### config.mk
export PLATFORM = sky130hd
export DESIGN_NAME = gci_std_display_vram_arbiter
export DESIGN_NICKNAME = d
export VERILOG_FILES = /design/src/rtl/gci_std_display_vram_arbiter_pkg.sv /design/src/rtl/gci_std_display_vram_arbiter_rr.sv /design/src/rtl/gci_std_display_vram_arbiter.sv
export SDC_FILE = /design/constraint.sdc
export NUM_CORES = 1
export LEC_CHECK = 0
export CAP_MARGIN = 0
export CORE_ASPECT_RATIO = 0.5
export CORE_UTILIZATION = 26
export DETAILED_ROUTE_END_ITERATION = 16
export PLACE_DENSITY = 0.88
export SYNTH_ARGS = -nofsm -noshare
export SYNTH_HDL_FRONTEND = slang
export SYNTH_SLANG_ARGS = --single-unit
### constraint.sdc
create_clock -name iCLOCK -period 2.1 [get_ports iCLOCK]
set_input_delay 0.63 -clock iCLOCK [delete_from_list [all_inputs] [get_ports iCLOCK]]
set_output_delay 0.63 -clock iCLOCK [all_outputs]
set_load 0.01 [all_outputs]
### src/rtl/gci_std_display_vram_arbiter_pkg.sv
// Shared display-VRAM arbiter definitions: default address width, FSM state
// encodings, owner encoding and the two-way fair-pick helper.
package gci_std_display_vram_arbiter_pkg;

  localparam int GCI_MEM_ADDR_N = 19;

  typedef enum logic [2:0] {
    ST_IDLE    = 3'd0,
    ST_ARB_REQ = 3'd1,
    ST_GNT     = 3'd2,
    ST_DRAIN   = 3'd3,
    ST_FINISH  = 3'd4
  } arb_state_e;

  typedef enum logic {
    OWN_WR = 1'b0,
    OWN_RD = 1'b1
  } owner_e;

  // When both sides are pending the side that did not own the bus last wins.
  function automatic logic rr_pick(input logic wr_pend, input logic rd_pend,
                                   input logic last_owner);
    logic pick;
    if (wr_pend && rd_pend) begin
      pick = ~last_owner;
    end else if (rd_pend) begin
      pick = 1'b1;
    end else begin
      pick = 1'b0;
    end
    return pick;
  endfunction

endpackage

### src/rtl/gci_std_display_vram_arbiter_rr.sv
// Two-way fair selector between the write requester and the display read
// requester; purely combinational, the parent latches the result.
module gci_std_display_vram_arbiter_rr
  import gci_std_display_vram_arbiter_pkg::*;
(
  input  logic iWR_PEND,
  input  logic iRD_PEND,
  input  logic iLAST_OWNER,
  output logic oANY,
  output logic oOWNER
);

  logic any_s;
  logic owner_s;

  // Pick the next owner from the pending set and the last owner.
  always_comb begin
    any_s   = iWR_PEND || iRD_PEND;
    owner_s = 1'b0;
    if (any_s) begin
      owner_s = rr_pick(iWR_PEND, iRD_PEND, iLAST_OWNER);
    end else begin
      owner_s = 1'b0;
    end
  end

  assign oANY   = any_s;
  assign oOWNER = owner_s;

endmodule

### src/rtl/gci_std_display_vram_arbiter.sv
// Arbitrates the VRAM command port between a write requester and the display
// read fetch, with bounded bursts, read draining and bus-ownership handshake.
module gci_std_display_vram_arbiter
  import gci_std_display_vram_arbiter_pkg::*;
#(
  parameter int P_MEM_ADDR_N = GCI_MEM_ADDR_N,
  parameter int P_BURST_MAX  = 16
) (
  input  logic                    iCLOCK,
  input  logic                    inRESET,
  input  logic                    iWR_REQ,
  output logic                    oWR_BUSY,
  input  logic [P_MEM_ADDR_N-1:0] iWR_ADDR,
  input  logic [31:0]             iWR_DATA,
  input  logic                    iRD_REQ,
  output logic                    oRD_BUSY,
  input  logic [P_MEM_ADDR_N-1:0] iRD_ADDR,
  output logic                    oRD_VALID,
  output logic [31:0]             oRD_DATA,
  output logic                    oVRAM_ARBIT_REQ,
  input  logic                    iVRAM_ARBIT_ACK,
  output logic                    oVRAM_ARBIT_FINISH,
  output logic                    oVRAM_ENA,
  input  logic                    iVRAM_BUSY,
  output logic                    oVRAM_RW,
  output logic [P_MEM_ADDR_N-1:0] oVRAM_ADDR,
  output logic [31:0]             oVRAM_DATA,
  input  logic                    iVRAM_VALID,
  input  logic [31:0]             iVRAM_DATA,
  output logic                    oVRAM_BUSY
);

  localparam int CNT_W = $clog2(P_BURST_MAX + 1);
  localparam logic [CNT_W-1:0] BURST_MAX_C = CNT_W'(P_BURST_MAX);
  localparam logic [CNT_W-1:0] CNT_ZERO_C  = {CNT_W{1'b0}};
  localparam logic [CNT_W-1:0] CNT_ONE_C   = CNT_W'(1);

  arb_state_e       state_r;
  owner_e           owner_r;
  owner_e           last_owner_r;
  logic [CNT_W-1:0] beat_cnt_r;
  logic [CNT_W-1:0] outstd_r;
  logic             arbit_req_r;
  logic             finish_r;

  logic any_pend_s;
  logic pick_s;
  logic owner_req_s;
  logic burst_full_s;
  logic issue_s;
  logic owner_busy_s;
  logic rd_inc_s;
  logic rd_dec_s;
  logic drain_done_s;

  gci_std_display_vram_arbiter_rr u_rr (
    .iWR_PEND    (iWR_REQ),
    .iRD_PEND    (iRD_REQ),
    .iLAST_OWNER (last_owner_r),
    .oANY        (any_pend_s),
    .oOWNER      (pick_s)
  );

  // Per-cycle grant qualifiers derived from the latched owner.
  always_comb begin
    owner_req_s  = (owner_r == OWN_RD) ? iRD_REQ : iWR_REQ;
    burst_full_s = (beat_cnt_r == BURST_MAX_C);
    issue_s      = (state_r == ST_GNT) && owner_req_s && !iVRAM_BUSY && !burst_full_s;
    owner_busy_s = iVRAM_BUSY || burst_full_s || (state_r != ST_GNT);
    rd_inc_s     = issue_s && (owner_r == OWN_RD) && (outstd_r != BURST_MAX_C);
    rd_dec_s     = iVRAM_VALID && (outstd_r != CNT_ZERO_C);
    // A return arriving this cycle that empties the counter also ends the drain.
    drain_done_s = (outstd_r == CNT_ZERO_C) || ((outstd_r == CNT_ONE_C) && iVRAM_VALID);
  end

  // Grant FSM with registered ownership request and release pulse.
  always_ff @(posedge iCLOCK or negedge inRESET) begin
    if (!inRESET) begin
      state_r      <= ST_IDLE;
      owner_r      <= OWN_WR;
      last_owner_r <= OWN_WR;
      beat_cnt_r   <= CNT_ZERO_C;
      arbit_req_r  <= 1'b0;
      finish_r     <= 1'b0;
    end else begin
      case (state_r)
        ST_IDLE: begin
          if (any_pend_s) begin
            owner_r     <= owner_e'(pick_s);
            arbit_req_r <= 1'b1;
            state_r     <= ST_ARB_REQ;
          end
        end
        ST_ARB_REQ: begin
          if (iVRAM_ARBIT_ACK) begin
            arbit_req_r <= 1'b0;
            beat_cnt_r  <= CNT_ZERO_C;
            state_r     <= ST_GNT;
          end
        end
        ST_GNT: begin
          if (issue_s) begin
            beat_cnt_r <= beat_cnt_r + CNT_ONE_C;
          end
          if (!owner_req_s || burst_full_s) begin
            if (owner_r == OWN_RD) begin
              state_r <= ST_DRAIN;
            end else begin
              finish_r <= 1'b1;
              state_r  <= ST_FINISH;
            end
          end
        end
        ST_DRAIN: begin
          if (drain_done_s) begin
            finish_r <= 1'b1;
            state_r  <= ST_FINISH;
          end
        end
        ST_FINISH: begin
          finish_r     <= 1'b0;
          last_owner_r <= owner_r;
          state_r      <= ST_IDLE;
        end
        default: begin
          arbit_req_r <= 1'b0;
          finish_r    <= 1'b0;
          state_r     <= ST_IDLE;
        end
      endcase
    end
  end

  // Reads issued but not yet returned; simultaneous issue and return cancel.
  always_ff @(posedge iCLOCK or negedge inRESET) begin
    if (!inRESET) begin
      outstd_r <= CNT_ZERO_C;
    end else begin
      case ({rd_inc_s, rd_dec_s})
        2'b10:   outstd_r <= outstd_r + CNT_ONE_C;
        2'b01:   outstd_r <= outstd_r - CNT_ONE_C;
        default: outstd_r <= outstd_r;
      endcase
    end
  end

  // Command port is steered straight from the owner so beats cost no latency.
  always_comb begin
    oVRAM_ENA  = 1'b0;
    oVRAM_RW   = 1'b0;
    oVRAM_ADDR = {P_MEM_ADDR_N{1'b0}};
    oVRAM_DATA = 32'h0000_0000;
    if (state_r == ST_GNT) begin
      oVRAM_ENA = issue_s;
      if (owner_r == OWN_RD) begin
        oVRAM_RW   = 1'b0;
        oVRAM_ADDR = iRD_ADDR;
        oVRAM_DATA = 32'h0000_0000;
      end else begin
        oVRAM_RW   = 1'b1;
        oVRAM_ADDR = iWR_ADDR;
        oVRAM_DATA = iWR_DATA;
      end
    end else begin
      oVRAM_ENA = 1'b0;
    end
  end

  // Requester back-pressure: the non-owner is always held off.
  always_comb begin
    oWR_BUSY = 1'b1;
    oRD_BUSY = 1'b1;
    if (owner_r == OWN_RD) begin
      oRD_BUSY = owner_busy_s;
    end else begin
      oWR_BUSY = owner_busy_s;
    end
  end

  assign oVRAM_ARBIT_REQ    = arbit_req_r;
  assign oVRAM_ARBIT_FINISH = finish_r;
  assign oRD_VALID          = iVRAM_VALID && (outstd_r != CNT_ZERO_C);
  assign oRD_DATA           = iVRAM_DATA;
  assign oVRAM_BUSY         = 1'b0;

endmodule

==> impl_metrics.yaml, run 1 <==
setup_path:
  r2r_cells: 10
  critical_path_required_ns: 1.47
  crit_start: "state_r[2]$_DFFE_PN0P_"
  path_max_fanout: 3
  worstReg2RegStart: "state_r[2]$_DFFE_PN0P_"
  cp-start-kind: "flop"
  crit_type: "flop to output port"
  cp.arrival_ns: 1.75
  end_kind: "output port"
drt:
  wl_met1_um: 2670
  viasPerCell: 4.49
  avgRoutedWirePerCell_um: 14.3
  drt_iter0_drc: 41
  vias: 2026
  postRouteWirelength_um: 6460
  drt_first_pass_iters: 4
  dr_wl_met3_um: 298
  final_antenna_net_count: 0
  dr_wl_met2_um: 3410
  top_layer: "met4"
  drc: 0
clocking:
  clockRootBuffer: "clkbuf_16"
  cts_sinks: 17
  clk_pin_slew_worst_paths_ns: 0.05
  cts_tree: "yes"
  cts_max_path_buffers: 2
  clk_latency_ns: 0.25
  cts_max_level: 1
  hold_buffers: 0
  cts_buffers: 3
sta:
  finalCritPeriodShare: 1.13
  hold_viol_final: 0
  period_needed_ns: 2.38
  holdWs_ns: 0.505
  rsz0062_at_grt: "yes"
  max_freq_mhz: 420
  finalClockSkew_ns: 0.00236
  worst_slack_ns: -0.283
  setup_viol: 58
  drv_slew: 0
synth:
  syn-num-nets: 336
  seq_area_frac_synth: 0.236
  synth.largest_area_cell: "dfrtp_1"
  yosys.cell_types.count: 38
  synth.most_common_cell: "buf_4"
  synth_warnings: 0
  netlist_instances: 220
  syn_area_um2: 1800
  synth_top_area_frac: 0.236
  async_reset_ff_frac: 1.00
  synth_edf_count: 0
  ys_ff_latch: 17
  yosys-top-cells-count: "buf_4, and2_1, nor2_1, mux2i_1, dfrtp_1"
  synth_flop_cell: "dfrtp_1"
  synth_area_leaders: "dfrtp_1, buf_4, and2_1, mux2i_1, nor2_1"
  synth_area_per_cell_um2: 8.19
power:
  p_leak_nw: 1.65
  p_clk_frac: 0.104
  switching_power_w: 0.00148
  power_density_nw_per_um2: 1040
  internal_power_w: 0.00224
  switching_share: 0.397
  p_seq_frac: 0.146
  pwr-share-comb: 0.750
  ir_worst_vdd_mv: 0.479
cells_and_area:
  diodes: 0
  final_cell_area_um2: 3590
  utilization: 0.535
  fin_cells: 451
  area.growth.synth_to_final_pct: 99.0
  nNetsFinal: 476
  drive_above_1_share: 0.409
floorplanning:
  fp.dieW_um: 120
  num_rows: 21
  initial_core_util: 0.269
  die-area_um2: 7290
  core_um2: 6700
  ioPinCount: 200
  die_y_um: 60.9
global_route:
  grtUsageTotal: 0.162
  grt_pass1_vias: 1855
  grt_max_degree: 21
  antenna_found_initial: 0
  grt_pass1_wl_um: 9230
  grt-ovfl-total: 0
place:
  numPortBuffers: 134
  placed_area_um2: 3220
  place_ws_ns: -0.783
  place.gp.congestion: 0.801
  place_inst: 434
  dpl.hpwl_um: 4430
job:
  cap_viol_max_count: 0
worst_hold_path:
  min_path_type: "flop to flop"
  hold_path_startpoint: "last_owner_r$_DFFE_PN0P_"
  min_path_cells: 1
status:
  status: "finished, violations left"
  violations: "setup timing"
## sequential cells by signal (all words and copies together) (netlist names)
register / cells
outstd_r: 5
last_owner_r: 1
owner_r: 1
beat_cnt_r: 5
oVRAM_ARBIT_REQ: 1
state_r: 3
oVRAM_ARBIT_FINISH: 1
## stage by stage
stage	total power, W	setup TNS (ns)
floorplan	0.00173	0
CTS	0.00343	-8.85
detailed placement	0.00276	-22.53
global route	0.00397	-12.08
finish	0.00372	-9.07
global placement	0.00273	-22.00
## cells by family (layout without fill, tap and decap cells)
kind of cell,count (synthesis),after routing,share of synthesized area
xor gates and xnor gates,6,6,0.0292
adders and majority gates,7,7,0.0486
muxes,22,22,0.124
AOI/OAI and AO/OA,23,23,0.0986
and+or+nand+nor,97,97,0.291
DFF,17,17,0.236
other,1,1,0.00208
buffers and inverters,47,186,0.171
## power groups by stage
stage / clock network [W] / logic [W] / registers (W)
6_report: 0.000388 / 0.00279 / 0.000543
5_1_grt: 0.000409 / 0.00300 / 0.000561
4_1_cts: 0.000388 / 0.00250 / 0.000536
3_5_place_dp: 0 / 0.00222 / 0.000540
3_3_place_gp: 0 / 0.00219 / 0.000535
2_1_floorplan: 0 / 0.00114 / 0.000585
## cell usage in the layout, fill, tap and decap left out, drive strengths merged, types with 2 or more instances in the layout
cell / n
buf: 99
clkdlybuf4s50: 75
and2: 32
nor2: 26
mux2i: 20
dfrtp: 17
nand2: 15
ha: 7
o21ai: 6
inv: 5
nand3: 4
xnor2: 4
nor3: 4
clkbuf: 4
a21oi: 4
nand2b: 3
dlygate4sd2: 3
nor2b: 3
and4bb: 2
o21a: 2
nand4b: 2
xor2: 2
nor3b: 2
a211o: 2
mux2: 2
o22ai: 2
o21ba: 2
## worst max-delay path, stage by stage, from the launching register on
cell	delay [ns]
dfrtp_1	0.38
or3b_4	0.44
buf_6	0.14
a2111oi_4	0.33
buf_2	0.21
## worst paths after layout
path	to	slack [ns]
worst max-delay path	oVRAM_ENA	-0.28
worst max register to register	outstd_r[2]$_DFFE_PN0P_	-0.17
worst min-delay path	last_owner_r$_DFFE_PN0P_	0.50
min in group asynchronous	owner_r$_DFFE_PN0P_	0.70
worst min register to register	last_owner_r$_DFFE_PN0P_	0.50
max in group asynchronous	oVRAM_ARBIT_FINISH$_DFFE_PN0P_	1.20
## per-layer routing
metal | GRT usage | vias up
li1 | - | 984
met1 | 0.201 | 972
met2 | 0.287 | 58
met3 | 0.0385 | 12
met4 | 0.0536 | 0
met5 | 0 | -
## repair_timing
item	CTS	global route
setup endpoints to repair	61	60
buffers inserted	9	2
pin swaps	26	11
resized for setup	278	48
hold endpoints to repair	0	0
gates cloned	3	0
## area by class of cell
type	instances	area [µm²]
fill	572	3110
timing repair buffer	177	1680
multi-input combinational	156	1270
sequential	17	425
tap	92	115
clock buffer	4	78.8
inverter	5	18.8
(Power assumes the default switching activity.)
==> run 2, diff against run 1 <==
- TNS_END_PERCENT: default -> 1
==> run 2 against run 1 <==
Largest cell class unchanged; cell area down 4.6%; sequential share of layout area up 0.61 points; maximum frequency is 2.1% lower; flip-flop and latch count is the same; the run still ends with setup timing left; total power down 8.6%.
==> impl_metrics.yaml, run 2 (synthesized netlist as in run 1, its figures left out) <==
global_route:
  use_met2: 0.308
  met3_usage: 0.0357
  grt_pass1_wl_um: 9670
  antenna_found_initial: 0
  grt_max_degree: 23
  grt_pass1_vias: 1882
  grtUsageMet1: 0.212
  grt.busiest_layer: "met2"
  grtUsageTotal: 0.171
  grt-ovfl-total: 0
power:
  internal_power_w: 0.00209
  p_leak_nw: 1.58
  p_seq_frac: 0.165
  switching_power_w: 0.00131
  power_density_nw_per_um2: 994
  p_clk_frac: 0.114
  pwr-share-comb: 0.720
  switching_share: 0.385
  ir_worst_vdd_mv: 0.391
setup_path:
  crit_path_frequent_cell: "buf_6"
  critical_path_required_ns: 1.47
  r2r_cells: 9
  r2r_end: "outstd_r[4]$_DFFE_PN0P_"
  cp.arrival_ns: 1.80
  crit_type: "flop to output port"
  path_cells: "or3b_4 > nor2_4 > buf_12 > buf_6 > buf_6 > and2_4 > buf_6"
  max_stage_delay_ns: 0.42
  cp-start-kind: "flop"
  path_max_fanout: 6
  cpMaxStageDelayCell: "or3b_4"
  end_kind: "output port"
  worstReg2RegStart: "state_r[2]$_DFFE_PN0P_"
  r2r_slack_ns: -0.08
sta:
  hold_viol_final: 0
  finalCritPeriodShare: 1.16
  worst_slack_ns: -0.334
  setup_viol: 57
  drv_slew: 0
  max_freq_mhz: 411
  finalClockSkew_ns: 0.00161
  rsz0062_at_grt: "yes"
  period_needed_ns: 2.43
clocking:
  clk_latency_ns: 0.25
  cts_buffers: 3
  cts_sinks: 17
  cts_tree: "yes"
  cts_max_path_buffers: 2
  cts_max_level: 1
  clk_pin_slew_worst_paths_ns: 0.05
  clockRootBuffer: "clkbuf_16"
drt:
  viasPerCell: 4.42
  vias: 1994
  avgRoutedWirePerCell_um: 14.9
  postRouteWirelength_um: 6720
  drt_first_pass_iters: 4
  final_antenna_net_count: 0
  drc: 0
  drt_iter0_drc: 57
floorplanning:
  fp.dieW_um: 120
  initial_core_util: 0.269
  ioPinCount: 200
  die-area_um2: 7290
  core_um2: 6700
  die_y_um: 60.9
  num_rows: 21
worst_hold_path:
  hold_path_startpoint: "last_owner_r$_DFFE_PN0P_"
  min_path_cells: 1
  holdPathEnd: "last_owner_r$_DFFE_PN0P_"
  min_path_type: "flop to flop"
place:
  numPortBuffers: 134
  place.gp.congestion: 0.805
  placed_area_um2: 3250
  dpl.hpwl_um: 5090
status:
  status: "finished, violations left"
  violations: "setup timing"
cells_and_area:
  diodes: 0
  seqCellArea_um2: 427
  nNetsFinal: 476
  reg_top3: "beat_cnt_r (5), outstd_r (5), state_r (3)"
  multiInputGateArea_um2: 1120
  final_cell_area_um2: 3420
  nFillCells: 620
  layout_common_cells: "clkdlybuf4s50_1, buf_4, buf_2, nor2_1, and2_1"
  area.growth.synth_to_final_pct: 89.9
  utilization: 0.511
  drive_above_1_share: 0.354
  mostFrequentLayoutCell: "clkdlybuf4s50_1"
job:
  cap_viol_max_count: 0
## run 2: changes by cell type in the layout (fill, tap and decap cells not counted), sizes merged
cell and delta:
clkinv +1, dlygate4sd2 -1, clkdlybuf4s15 +16, buf -18
clkdlybuf4s50 +2
## run 2: layout make-up
class	count	share of cell area
multi-input cells	156	0.329
inverters	5	0.00549
clock buffers	3	0.0219
repair buffers	177	0.484
clock inverters	1	0.00146
flip-flops and latches	17	0.125
well taps	92	0.0337
## run 2: worst max-delay path by stage
stage / start / to
final: state_r[2]$_DFFE_PN0P_ / oVRAM_DATA[18]
after global routing: state_r[2]$_DFFE_PN0P_ / oVRAM_DATA[17]
after CTS: state_r[0]$_DFFE_PN0P_ / oVRAM_DATA[18]
after detailed placement: iWR_REQ / oVRAM_ENA
after global placement: iWR_REQ / oVRAM_ENA
after floorplan: state_r[2]$_DFFE_PN0P_ / oVRAM_DATA[23]
## run 2: critical path, delay by kind of cell (launching register included)
kind | cells | cell delay [ns]
flip-flops | 1 | 0.38
buffers and inverters | 4 | 0.42
AND/OR/NAND/NOR | 3 | 0.75
## run 2: routing by layer
metal,vias to the layer above,wire (µm)
met5,-,0
met1,947,2860
li1,981,-
met4,0,106
met3,10,324
met2,56,3430
## run 2: what timing repair did
| item | in CTS | in global routing |
|---|---|---|
| cloned | 2 | 0 |
| setup buffers | 8 | 1 |
| setup endpoints to repair | 61 | 60 |
| hold buffers | 0 | 0 |
| pin swaps | 10 | 5 |
| resized for setup | 230 | 17 |
## run 2: power groups by stage
| stage | clock [W] | sequential [W] | combinational (W) |
|---|---|---|---|
| final | 0.000389 | 0.000562 | 0.00245 |
| after global routing | 0.000408 | 0.000580 | 0.00265 |
| after CTS | 0.000392 | 0.000560 | 0.00241 |
| after detailed placement | 0 | 0.000555 | 0.00227 |
| after global placement | 0 | 0.000550 | 0.00223 |
| after floorplan | 0 | 0.000585 | 0.00114 |
## run 2: stage by stage
| stage | TNS [ns] | cells | total power [W] | worst slack [ns] | hold slack, ns |
|---|---|---|---|---|---|
| 2_1_floorplan | -0.0324 | 220 | 0.00172 | -0.00405 | 0.334 |
| 3_3_place_gp | -18.96 | 436 | 0.00278 | -0.696 | 0.493 |
| 3_5_place_dp | -20.27 | 436 | 0.00283 | -0.728 | 0.501 |
| 4_1_cts | -15.87 | 450 | 0.00337 | -0.383 | 0.513 |
| 5_1_grt | -18.12 | 451 | 0.00364 | -0.397 | 0.526 |
| 6_report | -13.98 | 451 | 0.00340 | -0.334 | 0.509 |
==> RTL edit (flow settings as in run 2) <==
Reset style: synchronous (`inRESET`), changed in 2 clocked blocks.
--- a/src/rtl/gci_std_display_vram_arbiter.sv
+++ b/src/rtl/gci_std_display_vram_arbiter.sv
@@ -75,5 +75,5 @@
 
   // Grant FSM with registered ownership request and release pulse.
-  always_ff @(posedge iCLOCK or negedge inRESET) begin
+  always_ff @(posedge iCLOCK) begin
     if (!inRESET) begin
       state_r      <= ST_IDLE;
@@ -133,5 +133,5 @@
 
   // Reads issued but not yet returned; simultaneous issue and return cancel.
-  always_ff @(posedge iCLOCK or negedge inRESET) begin
+  always_ff @(posedge iCLOCK) begin
     if (!inRESET) begin
       outstd_r <= CNT_ZERO_C;
Function: differs if inRESET is asserted again (counterexample within 4 cycles, from zero or initial values and one cycle with inRESET low); with inRESET held inactive, the same outputs for 10 cycles.
==> RTL edit against run 2 <==
- the flow still finishes with violations (negative setup slack)
- via count is 3.4% higher
- wire length is 3.7% higher
- final area is 1.8% higher
- synthesized area is 3.3% higher
- worst setup slack better by 150 ps
- sequential cell count stayed put
- critical endpoint is now oVRAM_DATA[21]
- die area is 3.2% higher
- power is 29% lower
==> RTL edit: results (changes against run 2) <==
* Run status: finished, violations left
* Failing checks: negative setup slack
* Main synth FF type: dfxtp_1
* Non-clock buffering overhead at 46.4% (-2.0 points)
* Skew-Pair Late Insertion Delay at 260 ps
* Syn Nets at 358 (+6.5%)
* Warnings from Yosys at 0 (unchanged)
* Multi-input gate share of total cell area at 37.3% (+4.4 points)
* GR Util met3 at 3.47% (-0.10 points)
* Register bit total from synthesis at 17 (unchanged)
* GPL Wtd Cong at 0.779 (-3.3%)
* Vias in the first global route at 1,837 (-2.4%)
* Fillers at 610 (-1.6%)
* TritonCTS Buffers at 3 (unchanged)
* Drt initial violations at 78 (+37%)
* R2R depth at 10 (+1)
* Crit path from: state_r[2]
* First-pass GRT wire length at 9180 um (-5.1%)
* Vias per cell at 4.54 (+2.7%)
* Worst path top cell family by delay: simple AND/OR/NAND/NOR gates
* Top cells by area, synth: dfxtp_1 18%, buf_4 14%, and2_1 12%, mux2i_1 12%, nor2_1 5.6%
* Synth async-reset ratio at 0% (-100 points)
* Hold_sp: beat_cnt_r[4]
* CP peak stage delay at 420 ps (about the same)
* Power Density at 690 nW/um^2 (-31%)
* Setup TNS at -5790 ps (+8180 ps)
* # Taps at 92 (unchanged)
* Htree depth at 1 (unchanged)
* Seq/Total Area, Yosys at 18.3% (-5.3 points)
* Post-route clock skew at 5.63 ps (+4.02 ps)
* Clock buf/inv share at 2.30% (-0.041 points)
* Total track usage at 15.8% (-1.3 points)
* Sw Share at 35.9% (-2.6 points)
* Comb_multi_in at 171 (+9.6%)
* M1 GR Usage at 20.8% (-0.38 points)
* Largest net degree at the start of global routing at 24 (+4.3%)
* Post-DP HPWL at 5070 um (-0.33%)
* HP Class: register to register
* Placed cell area at 3220 sq um (-0.81%)
* Signal inverters at 7 (+2)
* Port Buffers at 134 (unchanged)
* Hold Path Cell Cnt at 2 (+1)
* Critical Path Fanout Max at 8 (+2)
* LEAKAGE at 0.00147 uW (-7.3%)
* Final setup margin at -187 ps (+147 ps)
* Crit path max-delay cell type: or3b_4
* Final net count at 479 (+0.63%)
* Non-CTS buffers at 163 (-7.9%)
* Commonest cells in the netlist: 37 x and2_1, 34 x buf_4, 28 x nor2_1, 23 x mux2i_1, 17 x dfxtp_1
* Fraction of layout cells with a size suffix above 1 at 37.3% (+1.9 points)
* Sequential share of cell area at 9.95% (-2.5 points)
* Grt met2 use at 26.0% (-4.8 points)
* Synth cell types at 41 (+7.9%)
* DR WL/cell at 15.3 um (+3.0%)
* Setup Viol. Count Final at 45 (-21%)
* Worst Path Arrival at 1660 ps (-140 ps)
* Max VDD drop at 368 uV (-5.9%)
==> RTL edit: cell families after synthesis <==
kind of cell,after synthesis,share of synthesized area [%]
other,1,0.202
AO/OA/AOI/OAI,25,8.34
adder cells (fa/ha/maj),7,4.71
AND/OR/NAND/NOR,110,34.7
flip-flops,17,18.3
multiplexers,24,13.2
XOR/XNOR,4,1.88
buffers and inverters,54,18.7
==> RTL edit: through the flow <==
stage	instances	power [uW]	hold WS, ps	setup WS (ps)
after CTS	452	2200	511	-180
after global routing	454	2540	530	-210
after global placement	444	1760	479	-673
final	454	2400	501	-187
after floorplan	242	1160	458	-226
after detailed placement	444	1780	503	-679
==> RTL edit: metal layers <==
metal	part of all wire [%]	wire length (um)
met5	0	0
met1	44	3090
met3	5.3	366
met2	49	3410
met4	1.4	99
==> RTL edit: timing repair <==
| item | 4_1_cts | 5_1_grt |
|---|---|---|
| setup endpoints to repair | 61 | 56 |
| resized for setup | 218 | 74 |
| setup buffers | 2 | 0 |
| cloned | 2 | 2 |
| pin swaps | 12 | 28 |
==> RTL edit: worst paths after layout <==
| kind | slack [ps] | end |
|---|---|---|
| min reg2reg | 500 | beat_cnt_r[4] |
| min | 500 | beat_cnt_r[4] |
| max reg2reg | 20 | outstd_r[2] |
| max | -190 | oVRAM_DATA[21] |
==> RTL edit: power groups by stage <==
stage | Sequential (uW) | Clock [uW] | Combinational (uW)
after CTS | 410 | 396 | 1390
after floorplan | 409 | 0 | 747
after detailed placement | 411 | 0 | 1360
after global placement | 407 | 0 | 1360
final | 411 | 398 | 1590
after global routing | 416 | 416 | 1710
==> RTL edit: worst min-delay path, stage by stage, from the launching register on <==
cell	delay (ps)
dfxtp_1	320
o21ai_0	70
a21boi_1	60
